### src/rtl/bidir_delay_calib_ctrl_pkg.sv
// Package: bidir_delay_calib_ctrl_pkg
// Purpose : Shared definitions for the delay-chain calibration controller:
//           FSM state encodings and the default settle/timeout cycle counts.
// Contents:
//   calState_t      - controller FSM states
//   TIMEOUT_DEF     - default max cycles per phase (must stay below 2^CNT_W)
//   SETTLE_CYC_DEF  - default quiet cycles required after a tap change
package bidir_delay_calib_ctrl_pkg;

    typedef enum logic [2:0] {
        IDLE   = 3'd0,
        SETTLE = 3'd1,
        RISE   = 3'd2,
        FALL   = 3'd3,
        ERR    = 3'd4,
        FIN    = 3'd5
    } calState_t;

    localparam int TIMEOUT_DEF    = 4000;
    localparam int SETTLE_CYC_DEF = 4;

endpackage

### src/rtl/bidir_delay_calib_ctrl_sync2.sv
// Module : sync2
// Purpose: Two-flop synchronizer for a single asynchronous level, cleared
//          to 0 by a synchronous active-high reset. Shared by the async
//          bridges around the delay-chain macros.
// Ports  :
//   clk  in  1  destination clock
//   rst  in  1  synchronous active-high reset
//   d    in  1  asynchronous input level
//   q    out 1  synchronized level (two clocks of latency)
module sync2 (
    input  logic clk,
    input  logic rst,
    input  logic d,
    output logic q
);

    logic metaR;

    // Two-stage capture of the asynchronous level.
    always_ff @(posedge clk) begin
        if (rst) begin
            metaR <= 1'b0;
            q     <= 1'b0;
        end else begin
            metaR <= d;
            q     <= metaR;
        end
    end

endmodule

### src/rtl/bidir_delay_calib_ctrl.sv
// Module : bidir_delay_calib_ctrl
// Purpose: Calibrates a tapped chain of bidirectional delay stages by running
//          2^SAMPLES_LOG2 four-phase req/ack cycles through the selected tap,
//          counting clocks per phase and reporting the average per phase.
//          A chain that never answers ends the run with timeout_err set.
// Ports  :
//   clk          in   1      single clock, rising edge
//   rst          in   1      synchronous active-high reset
//   start        in   1      one-cycle pulse to begin a run (ignored while busy)
//   tap_sel_in   in   TAP_W  requested tap, sampled on an accepted start
//   busy         out  1      high from accepted start through the done cycle
//   done         out  1      one-cycle pulse at end of run
//   timeout_err  out  1      valid with done, held until next accepted start
//   result       out  CNT_W  average cycles per phase, held until next start
//   tap_sel      out  TAP_W  registered tap select to the chain mux
//   inR          out  1      registered request into the chain
//   inA          in   1      asynchronous acknowledge from the chain
module bidir_delay_calib_ctrl
    import bidir_delay_calib_ctrl_pkg::*;
#(
    parameter int TAP_W        = 3,
    parameter int CNT_W        = 12,
    parameter int SAMPLES_LOG2 = 3,
    parameter int SETTLE_CYC   = SETTLE_CYC_DEF,
    parameter int TIMEOUT      = TIMEOUT_DEF
) (
    input  logic             clk,
    input  logic             rst,
    input  logic             start,
    input  logic [TAP_W-1:0] tap_sel_in,
    output logic             busy,
    output logic             done,
    output logic             timeout_err,
    output logic [CNT_W-1:0] result,
    output logic [TAP_W-1:0] tap_sel,
    output logic             inR,
    input  logic             inA
);

    // Sum of 2^(SAMPLES_LOG2+1) phase counts, each at most TIMEOUT < 2^CNT_W.
    localparam int SUM_W = CNT_W + SAMPLES_LOG2 + 1;

    localparam logic [CNT_W-1:0]        CNT_ZERO     = {CNT_W{1'b0}};
    localparam logic [CNT_W-1:0]        CNT_ONE      = CNT_W'(1);
    localparam logic [CNT_W-1:0]        SETTLE_LAST  = CNT_W'(SETTLE_CYC - 1);
    localparam logic [CNT_W-1:0]        TIMEOUT_C    = CNT_W'(TIMEOUT);
    localparam logic [CNT_W-1:0]        TIMEOUT_LAST = CNT_W'(TIMEOUT - 1);
    localparam logic [SAMPLES_LOG2-1:0] IDX_ZERO     = {SAMPLES_LOG2{1'b0}};
    localparam logic [SAMPLES_LOG2-1:0] IDX_ONE      = SAMPLES_LOG2'(1);
    localparam logic [SAMPLES_LOG2-1:0] IDX_LAST     = {SAMPLES_LOG2{1'b1}};
    localparam logic [SUM_W-1:0]        SUM_ZERO     = {SUM_W{1'b0}};

    calState_t               stateR, nextState;
    logic [CNT_W-1:0]        cntR, cntNext;
    logic [CNT_W-1:0]        totR, totNext;
    logic [SUM_W-1:0]        sumR, sumNext, phaseSum;
    logic [SAMPLES_LOG2-1:0] idxR, idxNext;
    logic                    inRNext, busyNext, doneNext, errNext;
    logic [CNT_W-1:0]        resultNext;
    logic [TAP_W-1:0]        tapNext;
    logic                    ackS;

    sync2 uAckSync (
        .clk (clk),
        .rst (rst),
        .d   (inA),
        .q   (ackS)
    );

    // FSM state register.
    always_ff @(posedge clk) begin
        if (rst) begin
            stateR <= IDLE;
        end else begin
            stateR <= nextState;
        end
    end

    // Next-state, counter, accumulator and output-register next values.
    always_comb begin
        nextState  = stateR;
        cntNext    = cntR;
        totNext    = totR;
        sumNext    = sumR;
        idxNext    = idxR;
        inRNext    = inR;
        busyNext   = busy;
        doneNext   = 1'b0;
        errNext    = timeout_err;
        resultNext = result;
        tapNext    = tap_sel;
        // Accumulator value once the phase that is finishing now is added in.
        phaseSum   = sumR + SUM_W'(cntR);

        case (stateR)
            IDLE: begin
                if (start) begin
                    tapNext   = tap_sel_in;
                    sumNext   = SUM_ZERO;
                    cntNext   = CNT_ZERO;
                    totNext   = CNT_ZERO;
                    idxNext   = IDX_ZERO;
                    errNext   = 1'b0;
                    busyNext  = 1'b1;
                    nextState = SETTLE;
                end else begin
                    busyNext  = 1'b0;
                end
            end

            SETTLE: begin
                // cnt tracks consecutive quiet cycles, tot the whole stay here.
                if (!ackS && (cntR == SETTLE_LAST)) begin
                    cntNext   = CNT_ZERO;
                    inRNext   = 1'b1;
                    nextState = RISE;
                end else if (totR == TIMEOUT_LAST) begin
                    cntNext   = CNT_ZERO;
                    inRNext   = 1'b0;
                    nextState = ERR;
                end else if (ackS) begin
                    cntNext   = CNT_ZERO;
                    totNext   = totR + CNT_ONE;
                end else begin
                    cntNext   = cntR + CNT_ONE;
                    totNext   = totR + CNT_ONE;
                end
            end

            RISE: begin
                if (ackS) begin
                    sumNext   = phaseSum;
                    cntNext   = CNT_ZERO;
                    inRNext   = 1'b0;
                    nextState = FALL;
                end else if (cntR == TIMEOUT_C) begin
                    cntNext   = CNT_ZERO;
                    inRNext   = 1'b0;
                    nextState = ERR;
                end else begin
                    cntNext   = cntR + CNT_ONE;
                end
            end

            FALL: begin
                if (!ackS) begin
                    sumNext = phaseSum;
                    cntNext = CNT_ZERO;
                    idxNext = idxR + IDX_ONE;
                    if (idxR == IDX_LAST) begin
                        // Divide by the number of phases, truncating.
                        resultNext = phaseSum[SUM_W-1:SAMPLES_LOG2+1];
                        doneNext   = 1'b1;
                        nextState  = FIN;
                    end else begin
                        inRNext    = 1'b1;
                        nextState  = RISE;
                    end
                end else if (cntR == TIMEOUT_C) begin
                    cntNext   = CNT_ZERO;
                    inRNext   = 1'b0;
                    nextState = ERR;
                end else begin
                    cntNext   = cntR + CNT_ONE;
                end
            end

            ERR: begin
                // Request is already low; give the chain a bounded chance to drop ack.
                inRNext = 1'b0;
                if (!ackS || (cntR == TIMEOUT_C)) begin
                    errNext    = 1'b1;
                    resultNext = {CNT_W{1'b1}};
                    doneNext   = 1'b1;
                    nextState  = FIN;
                end else begin
                    cntNext    = cntR + CNT_ONE;
                end
            end

            FIN: begin
                busyNext  = 1'b0;
                nextState = IDLE;
            end

            default: begin
                busyNext  = 1'b0;
                inRNext   = 1'b0;
                nextState = IDLE;
            end
        endcase
    end

    // Datapath and registered outputs.
    always_ff @(posedge clk) begin
        if (rst) begin
            cntR        <= CNT_ZERO;
            totR        <= CNT_ZERO;
            sumR        <= SUM_ZERO;
            idxR        <= IDX_ZERO;
            inR         <= 1'b0;
            busy        <= 1'b0;
            done        <= 1'b0;
            timeout_err <= 1'b0;
            result      <= CNT_ZERO;
            tap_sel     <= {TAP_W{1'b0}};
        end else begin
            cntR        <= cntNext;
            totR        <= totNext;
            sumR        <= sumNext;
            idxR        <= idxNext;
            inR         <= inRNext;
            busy        <= busyNext;
            done        <= doneNext;
            timeout_err <= errNext;
            result      <= resultNext;
            tap_sel     <= tapNext;
        end
    end

endmodule

### config.mk
export PLATFORM = sky130hd
export DESIGN_NAME = bidir_delay_calib_ctrl
export DESIGN_NICKNAME = d
export VERILOG_FILES = /design/src/rtl/bidir_delay_calib_ctrl_pkg.sv /design/src/rtl/bidir_delay_calib_ctrl_sync2.sv /design/src/rtl/bidir_delay_calib_ctrl.sv
export SDC_FILE = /design/constraint.sdc
export NUM_CORES = 1
export LEC_CHECK = 0
export CORE_MARGIN = 2
export CORE_UTILIZATION = 58
export DETAILED_ROUTE_END_ITERATION = 7
export PLACE_DENSITY_LB_ADDON = 0.12
export SYNTH_ARGS = -nofsm -noshare
export SYNTH_HDL_FRONTEND = slang
export SYNTH_HIERARCHICAL = 1
export SYNTH_SLANG_ARGS = --single-unit
### constraint.sdc
create_clock -name clk -period 2.46 [get_ports clk]
set_input_delay 0.738 -clock clk [delete_from_list [all_inputs] [get_ports clk]]
set_output_delay 0.738 -clock clk [all_outputs]
set_load 0.01 [all_outputs]
Yosys cells after proc, flatten, opt, wreduce, memory -nomap -nowiden
Cells that the tools add are included.
{ "word_totals": {"ram_bits": 0, "latch_bits": 0, "romBits": 0, "out_inout_bits": 19, "inputBits": 7, "ff_bits": 67, "n_memories": 0, "word_cells": 106} }
{ "classes": {"shifts": 0, "eq_ne": 19, "div_mod_pow": 0, "n_mul": 0, "n_bitwise": 1, "n_lt_le_gt_ge": 0, "n_mux": 48, "n_reduce_logical": 21, "n_addsub": 4} }
{ "op_table": {"columns": ["cell", "n"], "rows": [
  ["$mux W12", 13],
  ["$pmux W12 S5", 1],
  ["$mux W16", 3],
  ["$pmux W12 S2", 2],
  ["$pmux W16 S3", 1],
  ["$mux W3", 10],
  ["$add A12 B1 Y12 const B", 2],
  ["$eq A12 B12 Y1 const B", 2],
  ["$add A16 B12 Y16", 1],
  ["$pmux W3 S5", 1],
  ["$reduce_and A3 Y1", 5],
  ["$ne A2 B2 Y1 const B", 7],
  ["$eq A12 B2 Y1 const B", 1],
  ["$mux W1", 12],
  ["$reduce_and A4 Y1", 3],
  ["$eq A3 B3 Y1 const B", 3],
  ["$reduce_bool A2 Y1", 4],
  ["$eq A3 B2 Y1 const B", 2],
  ["$pmux W1 S2", 3],
  ["$pmux W3 S2", 1],
  ["$reduce_bool A5 Y1", 1],
  ["$pmux W1 S4", 1],
  ["$reduce_or A4 Y1", 1],
  ["$add A3 B1 Y3 const B", 1],
  ["other kinds (12)", 12]
]} }

Depth between registers and ports, before layout
{ "depth": {"word_depth": 5, "ltp_mapped": 10, "depth_no_buf": 9} }

By module
The synthesis kept the hierarchy.
{ "modules_own_cells": {"columns": ["module", "n_inst", "seq_area_each_um2", "cells_per_inst", "area_per_inst_um2"], "rows": [
  ["bidir_delay_calib_ctrl", 1, 1301.2, 414, 3487.1],
  ["sync2", 1, 40.0, 4, 52.6]
]} }

Worst setup path before layout
No wires, ideal clock.
{ "synth_path": {"kind": "register to register", "start": "register cntR[1]", "end": "register result[10]", "path_stages_with_launch": 9, "t_required_ns": 2.369, "path_buffers": 0, "setup_ns": 0.091, "period_less_slack_ns": 2.239, "path_slack_ns": 0.221, "arrival_time_ns": 2.148, "cell_sequence": "dfxtp_1 -> inv_1 -> fa_1 -> nand2b_1 -> a21oi_1 -> nand2b_1 -> a31oi_1 -> or3_1 -> a311oi_1"} }
{ "synth_between": {"elab_chain_cells": 4, "elab_cells_between_ends": 8, "cone_classes": "add/sub (1); eq/ne (2); mux (3); reduce/logical (2)"} }
{ "synth_lines": {"columns": ["element", "line", "source"], "rows": [
  ["start, declared", "bidir_delay_calib_ctrl.sv:54", "logic [CNT_W-1:0] cntR, cntNext;"],
  ["start signal, assigned", "bidir_delay_calib_ctrl.sv:208", "cntR <= cntNext;"],
  ["$add A16 B12 Y16 / $eq A12 B12 Y1 (equally long branches)", "bidir_delay_calib_ctrl.sv:93, bidir_delay_calib_ctrl.sv:171", null],
  ["$mux W12 / $logic_or A1 B1 Y1 (equally long branches)", "bidir_delay_calib_ctrl.sv:150, bidir_delay_calib_ctrl.sv:171", null],
  ["$mux W12 / $ne A2 B2 Y1 (equally long branches)", null, null],
  ["$pmux W12 S2 / $reduce_and A4 Y1 (equally long branches)", null, null],
  ["end signal, assigned", "bidir_delay_calib_ctrl.sv:216", "result <= resultNext;"],
  ["end, declared", "bidir_delay_calib_ctrl.sv:34", "output logic [CNT_W-1:0] result,"]
]} }
Several ways; a longest one is shown, not always the timed one. The select of a mux whose other input is x is not followed.
A chain may end at the register's enable or synchronous reset.

Worst setup path in the final report
{ "layout_path": {"start": "register cntR[0]", "end": "register result[10]"} }
Same word-level chain as after synthesis.

==> metrics.cfg <==
[pwr]
p_total_w=0.00241
p_leak_nw=1.57
peakVddDrop_mv=0.429
pwr_density_cell_nw_per_um2=576

[finish]
nets=486
stdcell_area_sq_um=4180
fill_cells=496
drive_gt1_share_pct=11.0
final_util_pct=70.6
areaGrowthSynthToFinish_pct=18.1
antennaDiodeCount=0

[synth]
yosysTopAreaCell=dfxtp_1
yosysMostFrequentCell=dfxtp_1
synth.avg_cell_area_sq_um=8.47
ys_seq_area_share_pct=37.9
syn_area_sq_um=3540
yosysUniqueCellTypes=61
yosysTopAreaCellShare_pct=37.9
syn_nets=443
synthFlopType=dfxtp_1
synth-edff-count=0
yosys_register_bits=67
synthTopCellsByArea=dfxtp_1, nor2_1, ha_1
ys_warn_count=6
synthCells=418
synthArstFlopShare_pct=0
synth_commonest_cells=dfxtp_1, nor2_1, nand2_1, a21oi_1, o21ai_0

[route]
drt-vias-per-instance=5.82
drcViolationCount=0
dr.first_iter.drc_count=171
drt-wirelength-per-cell_um=14.6
firstDrtPassIters=4
routed_wl_um=7910
detail-route-antenna-nets=0
vias=3143

[hold_path]
hold_class=reg -> reg
min_to=uAckSync/q
min_path_cells=1
worstHoldStart=uAckSync/metaR

[run_status]
status=finished clean

[timing]
rsz0062_at_grt=false
finalCritPeriodShare_pct=92.3
worst_pin_slew_ps=825
relSlewSlack_pct=44.8
clock_skew_ps=11.3
finalMaxSlewViolations=0
clock.fmax_ghz=0.440
setup_violations=0
period_needed_ps=2270
fin_tns_setup_ps=0
finalHoldViolCount=0

[global_routing]
grt_usage_pct=25.4
grt-ovfl-total=0
antenna_found_initial=0
grt_pass1_wl_um=13100
grt_pass1_vias=2841
grt_max_degree=20

[worst_setup_path]
worst_setup_path_start_kind=flip-flop
cp_max_fo=5
r2r_setup_slack_ps=190
path_class=reg -> reg
r2r_start=cntR[0]
critPathLaunch=cntR[0]
r2r_cells=9
crit_required_ps=2720
cp-end-kind=flip-flop
arrival_ps=2530
r2r-end=result[10]

[floorplanning]
die-width_um=82.1
die_area_sq_um=6740
core_sq_um=5920
fp.dieH_um=82.1
ios=26
start_util_pct=59.8
rows=28

[clock_tree]
cts_setup_buffers=0
cts.path.max_buffers=2
cts_sinks=67
clk_latency_ps=340
cts_root_buffer=clkbuf_8
htree_levels=3
cts.clk_slew.worst_paths_ps=70
cts-buffers-inserted=9
cts_tree=built

[placed_design]
gp_congestion=0.896
placed_area_sq_um=3980
hpwl_um=5770
portBuffers=25

[flow_run]
drv_cap=0

## cell usage in the layout (no fill, tap or decap), types with 3 or more instances in the layout
cell type,instances
xor2_1,19
a21oi_1,22
dfxtp_1,67
ha_1,17
nor2_1,66
nor2b_1,8
nor3_1,10
and3_1,4
nand3_1,9
nand4_1,17
nand2b_1,10
clkdlybuf4s50_1,25
and2_1,4
nand2_1,26
o21ai_0,21
a22oi_1,6
buf_4,21
a31oi_1,7
a211oi_1,10
xnor2_1,13
clkbuf_8,12
or3_1,4
mux2i_1,7
inv_1,9
o211ai_1,3
## worst max-delay path by stage
| stage | to | slack, ps | cells past startpoint |
|---|---|---|---|
| 2_1_floorplan | result[10] | 220 | 8 |
| 3_3_place_gp | cntR[8] | 60 | 8 |
| 3_5_place_dp | sumR[13] | 30 | 7 |
| 4_1_cts | result[10] | 110 | 9 |
| 5_1_grt | result[10] | 10 | 8 |
| 6_report | result[10] | 190 | 9 |
## through the flow
| stage | hold WS, ps | instances | worst slack, ps |
|---|---|---|---|
| detailed placement | 432 | 525 | 28.9 |
| finish | 445 | 540 | 190 |
| global placement | 421 | 525 | 55.2 |
| floorplan | 414 | 418 | 221 |
| global route | 468 | 540 | 11.0 |
| CTS | 447 | 540 | 112 |
## where the power goes
group | switching, W | internal [W] | total, W
logic | 0.000229 | 0.000188 | 0.000417
registers | 0.0000284 | 0.00113 | 0.00115
clock network | 0.000398 | 0.000440 | 0.000838
total | 0.000655 | 0.00175 | 0.00241
## cell type report
cell class                 instances  area, sq um  share of cell area (%)
multi-input combinational        326         2100                    50.2
sequential                        67         1340                    32.1
timing repair buffer              47          428                    10.2
clock buffer                      13          169                    4.04
tap                               75         93.8                    2.25
inverter                          10         37.5                   0.898
clock inverter                     2         10.0                   0.240
## registers in the layout, indices dropped and copies added, names as in the netlist, 3 cells and up
signal / cells
cntR: 12
idxR: 3
result: 12
stateR: 3
sumR: 16
tap_sel: 3
totR: 12
## timing repair
action | in CTS | in global routing
gates resized for setup | 0 | 3
hold buffers | 0 | 0
endpoints found under the setup margin | 0 | 15
## cells by family after synthesis
| logic type | after synthesis | synth area share [%] |
|---|---|---|
| AND/OR/NAND/NOR | 175 | 25.1 |
| AO/OA/AOI/OAI | 93 | 17.0 |
| flip-flops | 67 | 37.9 |
| XOR/XNOR | 32 | 7.92 |
| buffers and inverters | 25 | 3.25 |
| adder cells (fa/ha/maj) | 18 | 6.57 |
| multiplexers | 8 | 2.30 |
## per-layer routing
layer	GRT usage [%]	vias up	share of wire [%]
li1	-	1589	-
met1	34.3	1465	48
met2	41.0	81	45
met3	3.91	8	5.1
met4	9.50	0	1.4
met5	0	-	0
## worst max-delay path, cell delays in order, from the launching register on
cell      delay, ps
dfxtp_1         330
ha_1            170
inv_1            60
fa_1            390
nand2b_1        190
a21oi_2         170
nand2b_1        180
a31oi_2         150
or3_1           330
a311oi_1        230
Note: power is estimated with default switching activity, not from simulation.
